File: config.mk
export PLATFORM = sky130hd
export DESIGN_NAME = intersection_sched_flat
export DESIGN_NICKNAME = d
export VERILOG_FILES = /design/src/rtl/traffic_pkg.sv /design/src/rtl/intersection_sched_if.sv /design/src/rtl/phase_timer.sv /design/src/rtl/intersection_sched.sv /design/src/flat_wrapper.sv
export SDC_FILE = /design/constraint.sdc
export NUM_CORES = 1
export LEC_CHECK = 0
export ABC_CLOCK_PERIOD_IN_PS = 2050
export CAP_MARGIN = 20
export CORE_MARGIN = 3
export CORE_UTILIZATION = 48
export CTS_BUF_LIST = sky130_fd_sc_hd__clkbuf_8
export CTS_CLUSTER_DIAMETER = 30
export DETAILED_ROUTE_END_ITERATION = 7
export PLACE_DENSITY = 0.76
export SKIP_CTS_REPAIR_TIMING = 1
export SYNTH_ARGS = -nofsm -noshare
export SYNTH_HDL_FRONTEND = slang
export SYNTH_SLANG_ARGS = --single-unit
File: constraint.sdc
create_clock -name clk -period 2.05 [get_ports clk]
set_clock_uncertainty 0.1 [all_clocks]
set_input_delay 0.5125 -clock clk [delete_from_list [all_inputs] [get_ports clk]]
set_output_delay 0.5125 -clock clk [all_outputs]
set_load 0.05 [all_outputs]
File: src/rtl/traffic_pkg.sv
// Shared definitions for the intersection scheduler and the road-lamp modules.
package traffic_pkg;

    typedef enum logic [1:0] {
        RED    = 2'd0,
        GREEN  = 2'd1,
        YELLOW = 2'd2
    } lamp_t;

    typedef enum logic [2:0] {
        HW_GREEN    = 3'd0,
        HW_YELLOW   = 3'd1,
        CLEAR_TO_FW = 3'd2,
        FW_GREEN    = 3'd3,
        FW_YELLOW   = 3'd4,
        CLEAR_TO_HW = 3'd5
    } phase_t;

    // Saturation value of the shared phase timer: the longest phase limit minus one.
    function automatic int timer_max(input int a, input int b, input int c);
        int m;
        m = a;
        if (b > m) m = b;
        if (c > m) m = c;
        return m - 1;
    endfunction

endpackage

File: src/rtl/intersection_sched_if.sv
// Sensor input and lamp/status outputs of the intersection scheduler.
interface intersection_sched_if;
    import traffic_pkg::*;

    logic  car_on_fw;
    lamp_t hw_light;
    lamp_t fw_light;
    logic  short_timeout;
    logic  long_timeout;
    logic  timer_reset;
    logic  fw_req;

    modport master (
        output car_on_fw,
        input  hw_light, fw_light, short_timeout, long_timeout, timer_reset, fw_req
    );

    modport slave (
        input  car_on_fw,
        output hw_light, fw_light, short_timeout, long_timeout, timer_reset, fw_req
    );

endinterface

File: src/rtl/phase_timer.sv
// Shared phase timer: clears on every phase transition, otherwise counts up and
// saturates at the longest phase limit so long_timeout stays high in an idle green.
module phase_timer
    import traffic_pkg::*;
#(
    parameter int SHORT_CYC  = 3,
    parameter int LONG_CYC   = 10,
    parameter int CLEAR_CYC  = 2,
    parameter int FW_MIN_CYC = 4
) (
    input  logic clk,
    input  logic reset_n,
    input  logic clear,
    output logic short_timeout,
    output logic long_timeout,
    output logic clear_done,
    output logic fw_min_done
);

    localparam int TMAX = timer_max(LONG_CYC, SHORT_CYC, CLEAR_CYC);
    localparam int TW   = $clog2(TMAX) + 1;

    logic [TW-1:0] timer;

    // Saturating up-counter with synchronous clear.
    always_ff @(posedge clk) begin
        if (!reset_n || clear) begin
            timer <= '0;
        end else if (timer != TW'(TMAX)) begin
            timer <= timer + TW'(1);
        end
    end

    assign short_timeout = (timer == TW'(SHORT_CYC - 1));
    assign long_timeout  = (timer == TW'(LONG_CYC - 1));
    assign clear_done    = (timer == TW'(CLEAR_CYC - 1));
    assign fw_min_done   = (timer >= TW'(FW_MIN_CYC - 1));

endmodule

File: src/rtl/intersection_sched.sv
// Highway/farm-road phase scheduler. Highway is green by default; the farm road
// is served only when a car has been seen, for a bounded green window.
//
// state       | meaning
// HW_GREEN    | highway green, farm red; leaves after minimum green if a request is pending
// HW_YELLOW   | highway yellow, farm red
// CLEAR_TO_FW | all red before farm green
// FW_GREEN    | farm green, highway red; leaves when the road empties or at maximum green
// FW_YELLOW   | farm yellow, highway red
// CLEAR_TO_HW | all red before highway green; also the recovery target for bad encodings
module intersection_sched
    import traffic_pkg::*;
#(
    parameter int SHORT_CYC  = 3,
    parameter int LONG_CYC   = 10,
    parameter int CLEAR_CYC  = 2,
    parameter int FW_MIN_CYC = 4
) (
    input  logic                 clk,
    input  logic                 reset_n,
    intersection_sched_if.slave  bus
);

    phase_t state;
    phase_t state_next;
    lamp_t  hw_lamp;
    lamp_t  fw_lamp;
    logic   timer_clr;
    logic   short_to;
    logic   long_to;
    logic   clear_done;
    logic   fw_min_done;
    logic   req;

    phase_timer #(
        .SHORT_CYC  (SHORT_CYC),
        .LONG_CYC   (LONG_CYC),
        .CLEAR_CYC  (CLEAR_CYC),
        .FW_MIN_CYC (FW_MIN_CYC)
    ) u_timer (
        .clk           (clk),
        .reset_n       (reset_n),
        .clear         (timer_clr),
        .short_timeout (short_to),
        .long_timeout  (long_to),
        .clear_done    (clear_done),
        .fw_min_done   (fw_min_done)
    );

    // Phase state register; reset lands directly in highway green.
    always_ff @(posedge clk) begin
        if (!reset_n) begin
            state <= HW_GREEN;
        end else begin
            state <= state_next;
        end
    end

    // Next phase and lamp decode; a taken transition also clears the timer.
    always_comb begin
        state_next = state;
        hw_lamp    = RED;
        fw_lamp    = RED;
        case (state)
            HW_GREEN: begin
                hw_lamp = GREEN;
                if (long_to && (req || bus.car_on_fw)) state_next = HW_YELLOW;
            end
            HW_YELLOW: begin
                hw_lamp = YELLOW;
                if (short_to) state_next = CLEAR_TO_FW;
            end
            CLEAR_TO_FW: begin
                if (clear_done) state_next = FW_GREEN;
            end
            FW_GREEN: begin
                fw_lamp = GREEN;
                if ((fw_min_done && !bus.car_on_fw) || long_to) state_next = FW_YELLOW;
            end
            FW_YELLOW: begin
                fw_lamp = YELLOW;
                if (short_to) state_next = CLEAR_TO_HW;
            end
            CLEAR_TO_HW: begin
                if (clear_done) state_next = HW_GREEN;
            end
            default: begin
                state_next = CLEAR_TO_HW;
            end
        endcase
        timer_clr = (state_next != state);
    end

    // Farm request latch: cars seen outside farm green are remembered until it is served.
    always_ff @(posedge clk) begin
        if (!reset_n) begin
            req <= 1'b0;
        end else if (state != FW_GREEN && state_next == FW_GREEN) begin
            req <= 1'b0;
        end else if (bus.car_on_fw && state != FW_GREEN) begin
            req <= 1'b1;
        end
    end

    assign bus.hw_light      = hw_lamp;
    assign bus.fw_light      = fw_lamp;
    assign bus.short_timeout = short_to;
    assign bus.long_timeout  = long_to;
    assign bus.timer_reset   = timer_clr;
    assign bus.fw_req        = req;

endmodule

File: src/flat_wrapper.sv
// flat-port wrapper written by rule: the top's interface ports become plain ports
module intersection_sched_flat import traffic_pkg::*;
#(
    parameter int SHORT_CYC  = 3,
    parameter int LONG_CYC   = 10,
    parameter int CLEAR_CYC  = 2,
    parameter int FW_MIN_CYC = 4
)
  (clk, reset_n, bus_car_on_fw, bus_hw_light, bus_fw_light, bus_short_timeout, bus_long_timeout, bus_timer_reset, bus_fw_req);
  intersection_sched_if bus_i ();
  input  logic clk;
  input  logic reset_n;
  input wire logic [$bits(bus_i.car_on_fw)-1:0] bus_car_on_fw;
  output wire logic [$bits(bus_i.hw_light)-1:0] bus_hw_light;
  output wire logic [$bits(bus_i.fw_light)-1:0] bus_fw_light;
  output wire logic [$bits(bus_i.short_timeout)-1:0] bus_short_timeout;
  output wire logic [$bits(bus_i.long_timeout)-1:0] bus_long_timeout;
  output wire logic [$bits(bus_i.timer_reset)-1:0] bus_timer_reset;
  output wire logic [$bits(bus_i.fw_req)-1:0] bus_fw_req;
  assign bus_i.car_on_fw = bus_car_on_fw;
  assign bus_hw_light = bus_i.hw_light;
  assign bus_fw_light = bus_i.fw_light;
  assign bus_short_timeout = bus_i.short_timeout;
  assign bus_long_timeout = bus_i.long_timeout;
  assign bus_timer_reset = bus_i.timer_reset;
  assign bus_fw_req = bus_i.fw_req;
  intersection_sched #(.SHORT_CYC(SHORT_CYC), .LONG_CYC(LONG_CYC), .CLEAR_CYC(CLEAR_CYC), .FW_MIN_CYC(FW_MIN_CYC)) u_core (.clk(clk), .reset_n(reset_n), .bus(bus_i));
endmodule
==> flow_summary_export.csv, run 1 <==
group,metric,value,unit
status,status,"aborted with a tool error",
status,lastStage,"5_1_grt",
status,toolErrorMsg,"[ERROR DPL-0038] Utilization greater than 100%, impossible to legalize",
global_route,grt_max_degree,10,
synth,synth-main-ff-cell,"dfxtp_1",
floorplan,die_x,43.4,µm
synth,yosysSeqAreaShare,0.268,
synth,ys_warn_count,0,
clock_network,cts_made_buffers,3,
placed_design,io_buffers,10,
clock_network,htree_levels,1,
synth,synth_edf_count,0,
synth,synth_area,672,µm²
synth,ys_types,34,
placed_design,hpwlAfterDp,1910,µm
floorplan,ios,11,
floorplan,initial_core_util,0.559,
floorplan,placement_rows,12,
clock_network,cts.path.max_buffers,2,
synth,syn_nets,85,
placed_design,gp_congestion,0.896,
synth,ys_seq_elements,9,
synth,syn_area_per_cell,8.50,µm²
timing,worst_endpoint,"bus_timer_reset",
synth,synth_commonest_cells,"9 x dfxtp_1, 9 x nor2_1, 7 x inv_1, 7 x nor3_1, 5 x a21oi_1",
synth,synth_top_area_share,0.268,
placed_design,pre_cts_slack,-0.715,ns
floorplan,die_h,43.4,µm
clock_network,root_buffer,"clkbuf_8",
synth,synthesis.instances,79,
synth,synth_area_leader_cell,"dfxtp_1",
timing,worst-ep-kind,"primary output",
synth,synthArstFlopShare,0,
synth,yosys-top-cells-area,"dfxtp_1 27%, ha_1 5.6%, nor3_1 5.2%, nor2_1 5.0%, nand4bb_4 4.1%",
clock_network,cts.sinks,9,
==> metrics by stage <==
stage / std cells / area [µm²]
3_5_place_dp: 127 / 1100
3_3_place_gp: 127 / 1100
4_1_cts: 131 / 1150
2_1_floorplan: 79 / 736
==> logic make-up after synthesis <==
kind of cell	count (synthesis)	share of synthesized area
simple gates	34	0.309
compound gates	19	0.250
buf+inv	11	0.0782
flops	9	0.268
xor+xnor	3	0.0391
fa+ha+maj	3	0.0559
==> inputs of run 2 (changes only) <==
ABC_CLOCK_PERIOD_IN_PS = 2670   (was 2050)
CORE_AREA = 3 3 64 66   (was default)
CORE_MARGIN = default   (was 3)
CORE_UTILIZATION = default   (was 48)
CTS_BUF_LIST = default   (was sky130_fd_sc_hd__clkbuf_8)
CTS_CLUSTER_DIAMETER = default   (was 30)
DIE_AREA = 0 0 67 69   (was default)
PLACE_DENSITY = default   (was 0.76)
PLACE_DENSITY_LB_ADDON = 0.15   (was default)
clock period = 2.67 ns   (was 2.05 ns; I/O delays follow)
==> flow_summary_export.csv, run 2 <==
group,metric,value,unit
power,leakagePower,0.428,nW
global_route,grt_pass1_wl,2890,µm
power,p_total,0.000416,W
placed_design,post_dp_cell_area,975,µm²
placed_design,io_buffers,10,
layout,final_nets,111,
layout,antenna_cells,0,
clock_network,htree_levels,1,
synth,synth_commonest_cells,"9 x dfxtp_1, 9 x nor2_1, 7 x inv_1, 7 x nor3_1, 5 x a21oi_1",
worst_setup_path,r2r_start,"u_core.u_timer.timer[1]",
synth,ys_types,34,
synth,synth_edf_count,0,
clock_network,clkLatencyLatePin,0.24,ns
timing,fmax,372,MHz
detailed_routing,routed_wl,1800,µm
detailed_routing,vias_per_cell,4.30,
global_route,grt_max_degree,13,
hold_path,holdCritStartpoint,"u_core.bus.fw_req",
floorplan,placement_rows,22,
timing,hold_viol,0,
synth,synth_area_leader_cell,"dfxtp_1",
clock_network,cts_tree,"built",
detailed_routing,dr.pass1.iters,4,
timing,finalCritPeriodShare,1.01,
timing,rsz0062_at_grt,"true",
synth,syn_nets,85,
detailed_routing,drc,0,
floorplan,ios,11,
synth,ys_warn_count,0,
global_route,grt_pass1_vias,609,
floorplan,die_x,67,µm
timing,min_period,2.68,ns
clock_network,root_buffer,"clkbuf_8",
synth,yosysSeqAreaShare,0.268,
worst_setup_path,cp.arrival,1.92,ns
layout,drive_gt1_frac,0.442,
layout,regMostFlops,"u_core.u_timer.timer",
synth,synthesis.instances,79,
global_route,grt.overflow.total,0,
global_route,antenna_found_initial,0,
placed_design,gp_congestion,0.845,
worst_setup_path,cp_slowest_cell,"or3_1",
layout,syn2layout_area_growth,61.1,%
clock_network,cts.path.max_buffers,2,
power,power_density,384,nW/µm²
layout,final_cell_mix,"18 x buf_4, 9 x nor2_1, 7 x nor3_1",
synth,yosys-top-cells-area,"dfxtp_1 27%, ha_1 5.6%, nor3_1 5.2%, nor2_1 5.0%, nand4bb_4 4.1%",
clock_network,cts_made_buffers,3,
flow_run,drv_cap,0,
worst_setup_path,worstPathRequired,1.90,ns
synth,synthArstFlopShare,0,
hold_path,hold_path_class,"flop to flop",
global_route,grt_use_total,0.0842,
timing,finalMaxSlewViolations,0,
layout,fin_area,1080,µm²
status,violations,"negative setup slack",
timing,setup_ws,-0.0147,ns
status,status,"finished with violations",
power,swShare,0.280,
floorplan,initial_core_util,0.185,
layout,largest_reg_flops,5,
power,p_int,0.000299,W
floorplan,die_h,69,µm
floorplan,die_area,4620,µm²
placed_design,hpwlAfterDp,1340,µm
synth,synth-main-ff-cell,"dfxtp_1",
power,power.share.sequential,0.355,
detailed_routing,ant_nets,0,
layout,mostFrequentLayoutCell,"buf_4",
clock_network,clkTransAtPathRegs,0.05,ns
worst_setup_path,crit_path_max_incr_delay,0.34,ns
synth,synth_top_area_share,0.268,
power,clockPowerShare,0.393,
detailed_routing,wl_per_cell,11.8,µm
power,p_comb_frac,0.252,
detailed_routing,vias,654,
clock_network,cts.sinks,9,
worst_setup_path,crit_type,"flop to output port",
timing,tightest_slew,0.496,ns
worst_setup_path,worstSetupStartpoint,"u_core.u_timer.timer[1]",
power,power_switching,0.000116,W
synth,syn_area_per_cell,8.50,µm²
synth,ys_seq_elements,9,
timing,setup_viol,1,
floorplan,core-area,3630,µm²
worst_setup_path,crit_path_end_kind,"output port",
worst_setup_path,path_cells,"buf_6 -> ha_4 -> nor4b_4 -> or3_1 -> a21boi_4 -> o22ai_2 -> o22ai_4 -> buf_12",
timing,timing.slew.headroom,0.668,
synth,synth_area,672,µm²
power,ir_worst_vdd,0.173,mV
detailed_routing,drt_iter0_markers,9,
worst_setup_path,crit_fanout,5,
worst_setup_path,critPathLaunchType,"flop",
run 2: worst max-delay path: cells and delay by family, from the launching register on:
family | cells | cell delay [ns]
flip-flops | 1 | 0.32
AO/OA/AOI/OAI | 3 | 0.47
adder cells (fa/ha/maj) | 1 | 0.15
AND/OR/NAND/NOR | 2 | 0.46
buffers and inverters | 2 | 0.28
run 2: power by group through the flow:
stage / Combinational (W) / Sequential (W) / Clock [W]
after floorplan: 0.0000541 / 0.000154 / 0
after global placement: 0.0000953 / 0.000149 / 0
after detailed placement: 0.0000938 / 0.000149 / 0
after CTS: 0.0000948 / 0.000147 / 0.000169
after global routing: 0.000112 / 0.000149 / 0.000176
final: 0.000105 / 0.000148 / 0.000163
run 2: layout make-up:
| cell class | instances | area [µm²] |
|---|---|---|
| clock buffer | 4 | 45.0 |
| fill | 406 | 2550 |
| sequential | 9 | 186 |
| tap | 48 | 60.1 |
| timing repair buffer | 25 | 229 |
| inverter | 7 | 26.3 |
| multi-input combinational | 59 | 536 |
run 2: final timing paths:
kind | to | slack, ns | depth (start not counted)
max reg2reg | u_core.u_timer.timer[0] | 0.58 | 9
min reg2reg | u_core.bus.fw_req | 0.43 | 2
max | bus_timer_reset | -0.01 | 8
min | u_core.bus.fw_req | 0.43 | 2
run 2: routing by layer:
layer | routed length [µm] | vias to the layer above | global-route usage
met5 | 0 | - | 0
met4 | 57 | 0 | 0.0676
met3 | 37 | 4 | 0.0195
met2 | 855 | 8 | 0.115
met1 | 849 | 310 | 0.110
li1 | - | 332 | -
run 2: kinds of logic (layout without fill, tap and decap cells):
logic type               Yosys count  in the layout  share of synthesized area
flip-flops                         9              9                      0.268
adder cells (fa/ha/maj)            3              3                     0.0559
AND/OR/NAND/NOR                   34             34                      0.309
AO/OA/AOI/OAI                     19             19                      0.250
buffers and inverters             11             36                     0.0782
XOR/XNOR                           3              3                     0.0391
run 2: through the flow:
step                       util  std cells  setup TNS (ns)  worst slack [ns]  hold slack, ns
after floorplan               -         79         -0.0486           -0.0486           0.442
final                     0.298        152         -0.0147           -0.0147           0.435
after CTS                 0.281        151          -0.365            -0.365           0.447
after global placement    0.268        147          -0.363            -0.363           0.425
after global routing      0.298        152          -0.111            -0.107           0.517
after detailed placement  0.268        147          -0.372            -0.372           0.434
Note: power is estimated with default switching activity, not from simulation.
==> inputs of run 3 (changes only) <==
DONT_BUFFER_PORTS = 1   (was default)
==> flow_summary_export.csv, run 3 (synthesis results as in run 2) <==
group,metric,value,unit
status,status,"complete, no violations",
worst_setup_path,critPathLaunchType,"flop",
worst_setup_path,crit_fanout,5,
floorplan,die_h,69,µm
timing,setup_viol,0,
worst_setup_path,crit_type,"flop to output port",
detailed_routing,routed_wl,1740,µm
global_route,grt_pass1_vias,600,
floorplan,core-area,3630,µm²
layout,multi_input_area,537,µm²
layout,final_nets,102,
worst_setup_path,reg2reg_depth,8,
worst_setup_path,crit_path_end_kind,"output port",
hold_path,holdCritStartpoint,"reset_n",
layout,regMostFlops,"u_core.u_timer.timer",
detailed_routing,vias,626,
timing,tightest_slew,0.512,ns
layout,drive_gt1_frac,0.463,
hold_path,whs_path_depth,1,
power,p_total,0.000405,W
global_route,grt_use_total,0.0822,
layout,mostFrequentLayoutCell,"buf_4",
layout,syn2layout_area_growth,47.9,%
timing,hold_viol,0,
worst_setup_path,path_cells,"buf_6 -> ha_4 -> nor4b_4 -> or3_4 -> a21boi_4 -> o22ai_2 -> o22ai_4 -> buf_12",
clock_network,cts_tree,"built",
global_route,grt_max_degree,13,
placed_design,io_buffers,0,
global_route,grt.overflow.total,0,
detailed_routing,vias_per_cell,4.38,
worst_setup_path,r2r_start,"u_core.u_timer.timer[0]",
clock_network,cts.sinks,9,
timing,min_period,2.64,ns
floorplan,ios,11,
timing,fmax,378,MHz
floorplan,initial_core_util,0.185,
hold_path,hold_path_class,"primary input to flop",
detailed_routing,drc,0,
timing,rsz0062_at_grt,"true",
worst_setup_path,r2r_setup_slack,0.51,ns
floorplan,die_x,67,µm
timing,finalMaxSlewViolations,0,
worst_setup_path,crit_path_max_incr_delay,0.33,ns
clock_network,cts_made_buffers,3,
placed_design,gp_congestion,0.725,
clock_network,cts.path.max_buffers,2,
power,ir_worst_vdd,0.101,mV
detailed_routing,ant_nets,0,
floorplan,die_area,4620,µm²
layout,largest_reg_flops,5,
clock_network,root_buffer,"clkbuf_8",
global_route,antenna_found_initial,0,
layout,nFillCells,390,
global_route,grt_pass1_wl,2830,µm
layout,utilization,0.273,
worst_setup_path,cp.arrival,1.87,ns
power,leakagePower,0.370,nW
detailed_routing,dr.pass1.iters,4,
layout,antenna_cells,0,
detailed_routing,drt_iter0_markers,18,
layout,final_cell_mix,"14 x buf_4, 8 x nor2_1, 7 x nor3_1",
flow_run,drv_cap,0,
timing,timing.slew.headroom,0.658,
placed_design,hpwlAfterDp,1320,µm
hold_path,worstHoldEndpoint,"u_core.state[0]",
clock_network,htree_levels,1,
worst_setup_path,cp_slowest_cell,"or3_4",
power,power_density,408,nW/µm²
timing,whs,0.447,ns
timing,tns,0,ns
worst_setup_path,regToRegEndpoint,"u_core.u_timer.timer[1]",
timing,finalCritPeriodShare,0.990,
layout,seqCellArea,186,µm²
floorplan,placement_rows,22,
clock_network,clkTransAtPathRegs,0.05,ns
detailed_routing,wl_per_cell,12.2,µm
worst_setup_path,worstPathRequired,1.90,ns
clock_network,clkLatencyLatePin,0.24,ns
==> run 3: worst max-delay path by stage <==
stage | from | to | slack (ns) | cells after the start
2_1_floorplan | u_core.u_timer.timer[0] | bus_timer_reset | -0.05 | 7
3_3_place_gp | u_core.u_timer.timer[0] | bus_timer_reset | 0.05 | 6
3_5_place_dp | u_core.u_timer.timer[0] | bus_timer_reset | 0.04 | 6
4_1_cts | u_core.u_timer.timer[0] | bus_timer_reset | -0.23 | 6
5_1_grt | u_core.u_timer.timer[0] | bus_timer_reset | -0.03 | 8
6_report | u_core.u_timer.timer[1] | bus_timer_reset | 0.03 | 8
==> run 3: worst max-delay path, delay by kind of cell (launching register included) <==
kind / cells / cell delay [ns]
AND/OR/NAND/NOR: 2 / 0.46
flip-flops: 1 / 0.32
AO/OA/AOI/OAI: 3 / 0.45
buffers and inverters: 2 / 0.27
adder cells (fa/ha/maj): 1 / 0.15
==> run 3: routing by layer <==
metal	GRT usage	wire length, µm	up-vias
li1	-	-	318
met1	0.101	763	295
met2	0.108	824	9
met3	0.0358	113	4
met4	0.0653	43	0
met5	0	0	-
==> run 3: where the power goes <==
part / total, W / switching, W / internal [W]
Sequential: 0.000148 / 0.00000687 / 0.000141
Combinational: 0.0000930 / 0.0000465 / 0.0000465
Clock: 0.000165 / 0.0000599 / 0.000105
Total: 0.000405 / 0.000113 / 0.000292
==> run 3: metrics by stage <==
stage / std cells / worst slack (ns) / instance area [µm²]
after global routing: 143 / -0.0335 / 993
after global placement: 138 / 0.0473 / 885
after CTS: 142 / -0.231 / 930
after detailed placement: 138 / 0.0430 / 885
final: 143 / 0.0280 / 993
after floorplan: 79 / -0.0486 / 726
==> run 3: final cells by class <==
type / instances / area share
Multi-Input combinational cell: 59 / 0.540
Sequential cell: 9 / 0.188
Timing Repair Buffer: 16 / 0.137
Tap cell: 48 / 0.0605
Clock buffer: 4 / 0.0453
Inverter: 7 / 0.0290
